===== config.mk =====
export PLATFORM = sky130hd
export DESIGN_NAME = lcd1602_scoreboard_disp
export DESIGN_NICKNAME = d
export VERILOG_FILES = /design/src/rtl/lcd1602_scoreboard_disp.sv
export SDC_FILE = /design/constraint.sdc
export NUM_CORES = 1
export LEC_CHECK = 0
export CAP_MARGIN = 0
export CORE_AREA = 2 2 114 116
export DETAILED_ROUTE_END_ITERATION = 8
export DIE_AREA = 0 0 116 118
export GPL_ROUTABILITY_DRIVEN = 1
export PLACE_DENSITY = 0.64
export SKIP_CTS_REPAIR_TIMING = 1
export SYNTH_ARGS = -nofsm -noshare
export SYNTH_HDL_FRONTEND = slang
export SYNTH_SLANG_ARGS = --single-unit

===== constraint.sdc =====
create_clock -name clk -period 5.05 [get_ports clk]
set_input_delay 0.505 -clock clk [delete_from_list [all_inputs] [get_ports clk]]
set_output_delay 0.505 -clock clk [all_outputs]
set_load 0.05 [all_outputs]

===== src/rtl/lcd1602_scoreboard_disp.sv =====
// lcd1602_scoreboard_disp
//   Scoreboard display unit. Drives an HD44780-compatible 1602 LCD over an
//   8-bit write-only bus. After reset it waits a power-up interval and sends
//   the init commands. It then refreshes two lines forever: a period line and
//   a team/score line. It also holds a combinational BCD to 7-segment decoder.
//
// Ports
//   clk        system clock
//   rst_n      asynchronous active-low reset
//   disp_lcd   [17:16] period 0..3, [15:8] team1 score, [7:0] team2 score
//   team_name  [7:4] team1 label nibble, [3:0] team2 label nibble
//   digit      value for the 7-segment decoder
//   seg        active-low segments {g,f,e,d,c,b,a}
//   dat        LCD data bus
//   rs         1 = data, 0 = command
//   rw         always 0 (write only)
//   en         LCD enable strobe
module lcd1602_scoreboard_disp #(
  parameter int CLK_DIV       = 50000,
  parameter int POWERUP_STEPS = 20
) (
  input  logic        clk,
  input  logic        rst_n,
  input  logic [17:0] disp_lcd,
  input  logic [7:0]  team_name,
  input  logic [3:0]  digit,
  output logic [6:0]  seg,
  output logic [7:0]  dat,
  output logic        rs,
  output logic        rw,
  output logic        en
);

  localparam int CNT_W = (CLK_DIV > 2) ? $clog2(CLK_DIV) : 1;
  // The index must reach both the last power-up step and character 16.
  localparam int IDX_W = (POWERUP_STEPS > 17) ? $clog2(POWERUP_STEPS) : 5;
  localparam int EN_LO = CLK_DIV / 4;
  localparam int EN_HI = (3 * CLK_DIV) / 4 - 1;

  typedef enum logic [1:0] {
    ST_POWERUP,
    ST_INIT,
    ST_LINE1,
    ST_LINE2
  } state_t;

  state_t           state, state_nxt;
  logic [IDX_W-1:0] idx, idx_nxt;
  logic [CNT_W-1:0] cnt, cnt_nxt;
  logic             step_end;
  logic             snap_take;
  logic [17:0]      snap_disp;
  logic [7:0]       snap_team;
  logic [3:0]       col;
  logic [7:0]       byte_nxt;
  logic             rs_nxt;
  logic             en_nxt;

  // Scores are binary 0..255 on the bus, but only two digits are shown.
  function automatic logic [6:0] sat99(input logic [7:0] v);
    return (v > 8'd99) ? 7'd99 : v[6:0];
  endfunction

  function automatic logic [7:0] tens_ascii(input logic [6:0] v);
    return 8'h30 + 8'(v / 7'd10);
  endfunction

  function automatic logic [7:0] ones_ascii(input logic [6:0] v);
    return 8'h30 + 8'(v % 7'd10);
  endfunction

  // 0-9 map to '0'..'9', 10-15 map to 'A'..'F'.
  function automatic logic [7:0] label_ascii(input logic [3:0] n);
    return (n < 4'd10) ? (8'h30 + {4'd0, n}) : (8'h37 + {4'd0, n});
  endfunction

  function automatic logic [7:0] line1_char(input logic [3:0] c, input logic [1:0] period);
    case (c)
      4'd0:    return 8'h50;                    // P
      4'd1:    return 8'h45;                    // E
      4'd2:    return 8'h52;                    // R
      4'd3:    return 8'h49;                    // I
      4'd4:    return 8'h4F;                    // O
      4'd5:    return 8'h44;                    // D
      4'd7:    return 8'h31 + {6'd0, period};   // period 0..3 shown as 1..4
      default: return 8'h20;
    endcase
  endfunction

  function automatic logic [7:0] line2_char(input logic [3:0] c, input logic [17:0] d,
                                            input logic [7:0] t);
    logic [6:0] s1;
    logic [6:0] s2;
    s1 = sat99(d[15:8]);
    s2 = sat99(d[7:0]);
    case (c)
      4'd0:    return label_ascii(t[7:4]);
      4'd1:    return 8'h3A;
      4'd2:    return tens_ascii(s1);
      4'd3:    return ones_ascii(s1);
      4'd8:    return label_ascii(t[3:0]);
      4'd9:    return 8'h3A;
      4'd10:   return tens_ascii(s2);
      4'd11:   return ones_ascii(s2);
      default: return 8'h20;
    endcase
  endfunction

  assign rw       = 1'b0;
  assign step_end = (cnt == CNT_W'(CLK_DIV - 1));
  assign cnt_nxt  = step_end ? '0 : cnt + 1'b1;
  assign snap_take = (cnt == '0) && (state == ST_LINE1) && (idx == '0);
  assign col      = 4'(idx - IDX_W'(1));

  // Step timing: cnt counts clocks within one LCD byte.
  always_ff @(posedge clk or negedge rst_n) begin
    if (!rst_n) begin
      cnt   <= '0;
      state <= ST_POWERUP;
      idx   <= '0;
    end else begin
      cnt   <= cnt_nxt;
      state <= state_nxt;
      idx   <= idx_nxt;
    end
  end

  always_comb begin
    state_nxt = state;
    idx_nxt   = idx;
    if (step_end) begin
      idx_nxt = idx + 1'b1;
      case (state)
        ST_POWERUP: if (idx == IDX_W'(POWERUP_STEPS - 1)) begin
          state_nxt = ST_INIT;
          idx_nxt   = '0;
        end
        ST_INIT: if (idx == IDX_W'(3)) begin
          state_nxt = ST_LINE1;
          idx_nxt   = '0;
        end
        ST_LINE1: if (idx == IDX_W'(16)) begin
          state_nxt = ST_LINE2;
          idx_nxt   = '0;
        end
        default: if (idx == IDX_W'(16)) begin
          state_nxt = ST_LINE1;
          idx_nxt   = '0;
        end
      endcase
    end
  end

  // Byte for the current step. Index 0 of each line is the DDRAM address command.
  always_comb begin
    byte_nxt = 8'h00;
    rs_nxt   = 1'b0;
    case (state)
      ST_INIT: begin
        case (idx[1:0])
          2'd0:    byte_nxt = 8'h38;
          2'd1:    byte_nxt = 8'h0C;
          2'd2:    byte_nxt = 8'h06;
          default: byte_nxt = 8'h01;
        endcase
      end
      ST_LINE1: begin
        if (idx == '0) begin
          byte_nxt = 8'h80;
        end else begin
          rs_nxt   = 1'b1;
          byte_nxt = line1_char(col, snap_disp[17:16]);
        end
      end
      ST_LINE2: begin
        if (idx == '0) begin
          byte_nxt = 8'hC0;
        end else begin
          rs_nxt   = 1'b1;
          byte_nxt = line2_char(col, snap_disp, snap_team);
        end
      end
      default: ;
    endcase
  end

  // Enable strobe is registered so the LCD sees a glitch-free pulse.
  assign en_nxt = (state_nxt != ST_POWERUP) &&
                  (cnt_nxt >= CNT_W'(EN_LO)) && (cnt_nxt <= CNT_W'(EN_HI));

  // Bus stage: dat/rs load at count 0 and stay put across both en edges.
  always_ff @(posedge clk or negedge rst_n) begin
    if (!rst_n) begin
      dat <= 8'h00;
      rs  <= 1'b0;
      en  <= 1'b0;
    end else begin
      if (cnt == '0) begin
        dat <= byte_nxt;
        rs  <= rs_nxt;
      end
      en <= en_nxt;
    end
  end

  // One snapshot per refresh, taken on the 0x80 step, so the lines never tear.
  always_ff @(posedge clk) begin
    if (snap_take) begin
      snap_disp <= disp_lcd;
      snap_team <= team_name;
    end
  end

  always_comb begin
    seg = 7'h7F;
    case (digit)
      4'd0:    seg = 7'b1000000;
      4'd1:    seg = 7'b1111001;
      4'd2:    seg = 7'b0100100;
      4'd3:    seg = 7'b0110000;
      4'd4:    seg = 7'b0011001;
      4'd5:    seg = 7'b0010010;
      4'd6:    seg = 7'b0000010;
      4'd7:    seg = 7'b1111000;
      4'd8:    seg = 7'b0000000;
      4'd9:    seg = 7'b0010000;
      default: seg = 7'h7F;
    endcase
  end

endmodule


**Yosys cells after proc, flatten, opt, wreduce, memory -nomap -nowiden**

Memory sizes are Yosys's and may differ from the RTL's.
Index checks and enable logic that the tools add are counted.

- Logic and storage cells: 85
- Output and inout port bits: 18
- Memories kept: 1
- Bits in read-only memories: 112
- Input port bits: 32
- Register bits after elaboration: 59

- $lt $le $gt $ge: 6
- Add/sub/neg operators: 12
- Muxes and demuxes: 23
- Reduce and logical (&&, ||, !) cells: 12
- Eq/ne operators: 19
- Divide/modulo/power cells: 4

Memories:

| memory | words | bits a word | read ports | clocked after Yosys merged registers in | wr ports | line | text |
|---|---|---|---|---|---|---|---|
| (name not given) | 16 | 7 | 1 | 0 | 0 | 216 | `case (digit)` |

Operators by type and width:

| operator | count |
|---|---|
| case mux 8 bit (7 select lines) | 1 |
| case mux 7 bit (7 select lines) | 1 |
| adder 6 x 8 -> 8 bit, first input constant | 4 |
| adder 6 x 4 -> 7 bit, first input constant | 4 |
| 2-to-1 mux 7 bit | 4 |
| case mux 8 bit (3 select lines) | 1 |
| case mux 6 bit (3 select lines) | 1 |
| adder 16 x 1 -> 16 bit, second input constant | 1 |
| divider 7 x 4 -> 8 bit, second input constant | 2 |
| == test 16 bit, second input constant | 1 |
| == test 4 bit, second input constant | 4 |
| greater-or-equal comparator 16 x 14 -> 1 bit, second input constant | 1 |
| greater-than comparator 8 x 7 -> 1 bit, second input constant | 2 |
| <= comparator 16 bit, second input constant | 1 |
| zero test 16 bit | 1 |
| remainder unit 7 x 4 -> 8 bit, second input constant | 2 |
| 2-to-1 mux 16 bit | 1 |
| 2-to-1 mux 8 bit | 2 |
| 2-to-1 mux 5 bit | 3 |
| == test 4 x 3 -> 1 bit, second input constant | 3 |
| == test 5 bit, second input constant | 2 |
| 2-to-1 mux 2 bit | 5 |
| case mux 5 bit (2 select lines) | 1 |
| == test 4 x 2 -> 1 bit, second input constant | 2 |
| other kinds (16) | 26 |

**Logic depth before layout (Yosys ltp)**

- Depth in word-level cells: 7
- Mapped depth: 23
- Mapped depth without buffers: 22

**Least setup slack after synthesis**

No wires, ideal clock.

- Kind: reg2reg
- From: register snap_disp[15]
- To: register dat[5]
- Arrival time: 3.934 ns
- Setup time: 0.083 ns
- Stages on the path, launching flop included: 21
- Slack: 1.033 ns
- Path buffers: 1
- Required time: 4.967 ns
- Period minus slack after synthesis: 4.017 ns
- Cells stage by stage: edfxtp_1 -> clkbuf_1 -> o21ba_2 -> and2_1 -> ha_1 -> nor2_1 -> or2_1 -> and4_4 -> a211oi_2 -> ha_1 -> inv_1 -> a21oi_1 -> mux2_1 -> a32oi_1 -> ha_1 -> mux2i_1 -> o31ai_1 -> a41o_1 -> o22ai_1 -> a21oi_1 -> o21ai_0

- Longest elaborated chain between the ends: 7
- Elaborated cells on any way between the ends: 9
- Classes of those cells: add/sub (2); div (2); order compare (1); mux (4)

Ends and longest elaborated chain:

| element | line | text |
|---|---|---|
| from (decl) | 52 | `logic [17:0] snap_disp;` |
| from (signal assigned) | 209 | `snap_disp <= disp_lcd;` |
| greater-than comparator 8 x 7 -> 1 bit (*) | 61 | `return (v > 8'd99) ? 7'd99 : v[6:0];` |
| 2-to-1 mux 7 bit (*) | 61 |  |
| remainder unit 7 x 4 -> 8 bit / divider 7 x 4 -> 8 bit (equally long branches) | 69, 65 |  |
| adder 6 x 8 -> 8 bit, on equally long branches | 69, 65 |  |
| case mux 8 bit (7 select lines) (*) | 96 | `case (c)` |
| 2-to-1 mux 8 bit (*) | 176 | `if (idx == '0) begin` |
| case mux 8 bit (3 select lines) (*) | 158 | `case (state)` |
| to (signal assigned) | 199 | `dat <= byte_nxt;` |
| to (decl) | 28 | `output logic [7:0] dat,` |

Every way passes the cells marked *; elsewhere a longest branch is shown, timed or not.
A chain may end at the register's enable or synchronous reset.

**Worst setup path in the final report**

- From: register snap_disp[13]
- To: register dat[5]

- Longest elaborated chain between the ends: 7
- Elaborated cells on any way between the ends: 9
- Classes of those cells: add/sub (2); div (2); order compare (1); mux (4)

Ends and longest elaborated chain:

| element | line |
|---|---|
| greater-than comparator 8 x 7 -> 1 bit | 61 |
| 2-to-1 mux 7 bit (*) | 61 |
| remainder unit 7 x 4 -> 8 bit / divider 7 x 4 -> 8 bit (equally long branches) | 69, 65 |
| adder 6 x 8 -> 8 bit, on equally long branches | 69, 65 |
| case mux 8 bit (7 select lines) (*) | 96 |
| 2-to-1 mux 8 bit (*) | 176 |
| case mux 8 bit (3 select lines) (*) | 158 |

Marked as above.

==> out/qor.json <==
{
  "run_status": {
    "status": "complete, no violations"
  },
  "critical_path": {
    "worstPathCellList": "nand2_2 > o21ba_2 > and2_1 > ha_1 > and4bb_1 > a41oi_2 > nor3_1 > or2_1 > a21oi_1 > a21oi_1 > mux2_1 > a32oi_1 > ha_1 > mux2i_1 > o31ai_1 > a41o_1 > o22ai_1 > a21oi_1 > o21ai_0",
    "slowest_cell_delay_on_critical_path_ps": 610,
    "most_used_cell_along_the_critical_path": "a21oi_1",
    "critical-path-slowest-cell": "edfxtp_1",
    "setup.worst_path.start_class": "register",
    "crit_type": "register to register",
    "worst_ep_arrival_time_ps": 4620,
    "cp.required_ps": 5300,
    "worstSetupEndpointType": "register",
    "worstPathMaxFanout": 15
  },
  "routing": {
    "detail_routed_net_length_per_standard_cell_um": 15.3,
    "count_of_unresolved_drc_violations_after_routing": 0,
    "vias": 4368,
    "wirelength_um": 11900,
    "ant_nets": 0,
    "detail_route.first_pass.iterations": 6,
    "drtIter0Drc": 239,
    "via_per_inst": 5.62
  },
  "timing": {
    "grt_setup_unrepaired": "false",
    "worst_relative_slew_slack_pct": 42.3,
    "hold_violations": 0,
    "fin_crit_sh_pct": 86.5,
    "worst-slew-pin-transition_ps": 865,
    "final_max_slew_viol_count": 0,
    "final.setup.tns_ps": 0,
    "report.final.setup_viol": 0,
    "fmax_ghz": 0.229,
    "fin_crit_ps": 4370,
    "fin_skew_ps": 6.97,
    "fin_hold_ws_ps": 481
  },
  "global_route": {
    "grt_pass1_vias": 4009,
    "global_route_wire_length_before_repair_um": 19600,
    "antenna_found_initial": 0,
    "groute.usage.overall_pct": 17.6,
    "grt.overflow.total": 0,
    "grt_start_max_net_pins": 34
  },
  "die": {
    "fp.coreArea_um2": 12400,
    "die-width_um": 116,
    "floorplan.io_pins": 50,
    "die_height_um": 118,
    "start_util_pct": 39.3,
    "fp-row-count": 41,
    "die_area_um2": 13700
  },
  "synthesis": {
    "syn-instance-count": 569,
    "netlist_top_cells_count": "nand2_1, nor2_1, o21ai_0",
    "synth_cell_types": 89,
    "syn_warnings": 0,
    "synth_nets": 624,
    "avg_cell_area_syn_um2": 8.58,
    "synth_area_leaders": "dfrtp_1, edfxtp_1, ha_1, nand2_1, nor2_1",
    "synth.most_common_cell": "nand2_1",
    "asyncSetResetFlopFracSynth_pct": 55.9,
    "mappedNetlistArea_um2": 4880,
    "ys_seq_elements": 59,
    "seq_area_frac_synth_pct": 32.9,
    "synth_edf_count": 26,
    "synth_top_flop_cell": "dfrtp_1",
    "synth.top_cell.area_share_pct": 16.9,
    "synth_area_leader_cell": "dfrtp_1"
  },
  "clock_tree": {
    "numCtsBuffers": 9,
    "clk_pin_slew_ps": 50,
    "clk_sinks": 59,
    "cts_buffer_depth": 2,
    "clock-root-buffer": "clkbuf_16",
    "tritoncts": "built",
    "h_tree_depth_reported_by_cts": 3,
    "insertion_delay_of_the_later_clocked_pin_in_the_worst_skew_pair_ps": 330
  },
  "cells_and_area": {
    "area.sequential_um2": 1610,
    "n_antenna_cell": 0,
    "syn_to_final_growth_pct": 18.5,
    "final.fill_count": 1191,
    "multi_input_area_um2": 3000,
    "num-nets-final": 655,
    "final-instance-count-excl-fill": 777,
    "final_design_area_no_fill_um2": 5780,
    "drive_gt1_share_pct": 9.09
  },
  "placed_design": {
    "place_area_um2": 5470,
    "dp_cells": 761,
    "routabilityCongestion": 0.921,
    "port_buffers": 48,
    "post_dp_hpwl_um": 8910
  },
  "run": {
    "cap_violations": 0
  },
  "power": {
    "powerDensity_nw_per_um2": 205,
    "irDropWorstVdd_v": 0.000158,
    "p_leak_nw": 2.20,
    "design_power_total_mw": 1.19
  },
  "hold_path": {
    "hold_path_class": "register to register"
  }
}
==> final timing paths <==
path                       depth (start not counted)  slack (ps)        to           from
max in group asynchronous                          2        4150  state[1]          rst_n
setup reg to reg                                  19         680    dat[5]  snap_disp[13]
hold reg to reg                                    2         480        rs             rs
min in group asynchronous                          2         590    cnt[8]          rst_n
hold / removal                                     2         480        rs             rs
setup / recovery                                  19         680    dat[5]  snap_disp[13]
==> cells in the final DEF, fill, tap and decap left out, types with 18 or more instances in the layout <==
| cell type | count |
|---|---|
| nand2_1 | 52 |
| inv_1 | 32 |
| clkdlybuf4s50_1 | 48 |
| xnor2_1 | 18 |
| dfrtp_1 | 33 |
| nand3_1 | 20 |
| o21ai_0 | 35 |
| edfxtp_1 | 26 |
| a21oi_1 | 28 |
| nor2_1 | 47 |
| ha_1 | 23 |
| nor3_1 | 18 |
==> critical path: cells and delay by family, from the launching register on <==
kind	cells	cell delay (ps)
AO/OA/AOI/OAI	10	1790
adder cells (fa/ha/maj)	2	500
AND/OR/NAND/NOR	5	940
multiplexers	2	470
flip-flops	1	610
==> sequential cells by signal (all words and copies together), names as in the netlist <==
| name | cells |
|---|---|
| idx | 5 |
| state | 2 |
| rs | 1 |
| snap_team | 8 |
| en | 1 |
| snap_disp | 18 |
| cnt | 16 |
| dat | 8 |
==> kinds of logic (layout without fill, tap and decap cells) <==
logic type,count (synthesis),in the layout,synth area share (%)
AND/OR/NAND/NOR,223,223,24.6
adder cells (fa/ha/maj),23,23,5.90
buffers and inverters,68,104,5.77
AO/OA/AOI/OAI,158,158,23.6
multiplexers,10,10,2.28
other,1,1,0.0768
flip-flops,59,59,32.9
XOR/XNOR,27,27,4.84
==> power by group <==
group          switching [mW]  leakage [nW]  internal, mW
registers                   0         0.680         0.502
logic                  0.0378          1.37        0.0332
clock network           0.209         0.153         0.405
==> layer usage <==
metal  share of wire, %  wire (um)  vias up  track usage (%)
met5                  0          0        -                0
met4                2.1        244        0             6.25
met3                4.5        534       18             2.73
met2                 49       5800      107             29.0
met1                 45       5290     2097             23.2
li1                   -          -     2146                -
==> per-stage QoR <==
step / worst slack, ps / util [%]
after floorplan: 1030 / -
after global placement: 821 / 44.1
after detailed placement: 703 / 44.1
after CTS: 700 / 46.6
after global routing: 305 / 46.6
final: 680 / 46.6
==> layout make-up <==
class	instances	area share (%)
clock buffer	14	5.13
inverter	34	2.21
clock inverter	2	0.238
sequential	59	27.8
timing repair buffer	54	9.09
multi-input combinational	442	51.8
tap	172	3.72
Note: power is estimated with default switching activity, not from simulation.
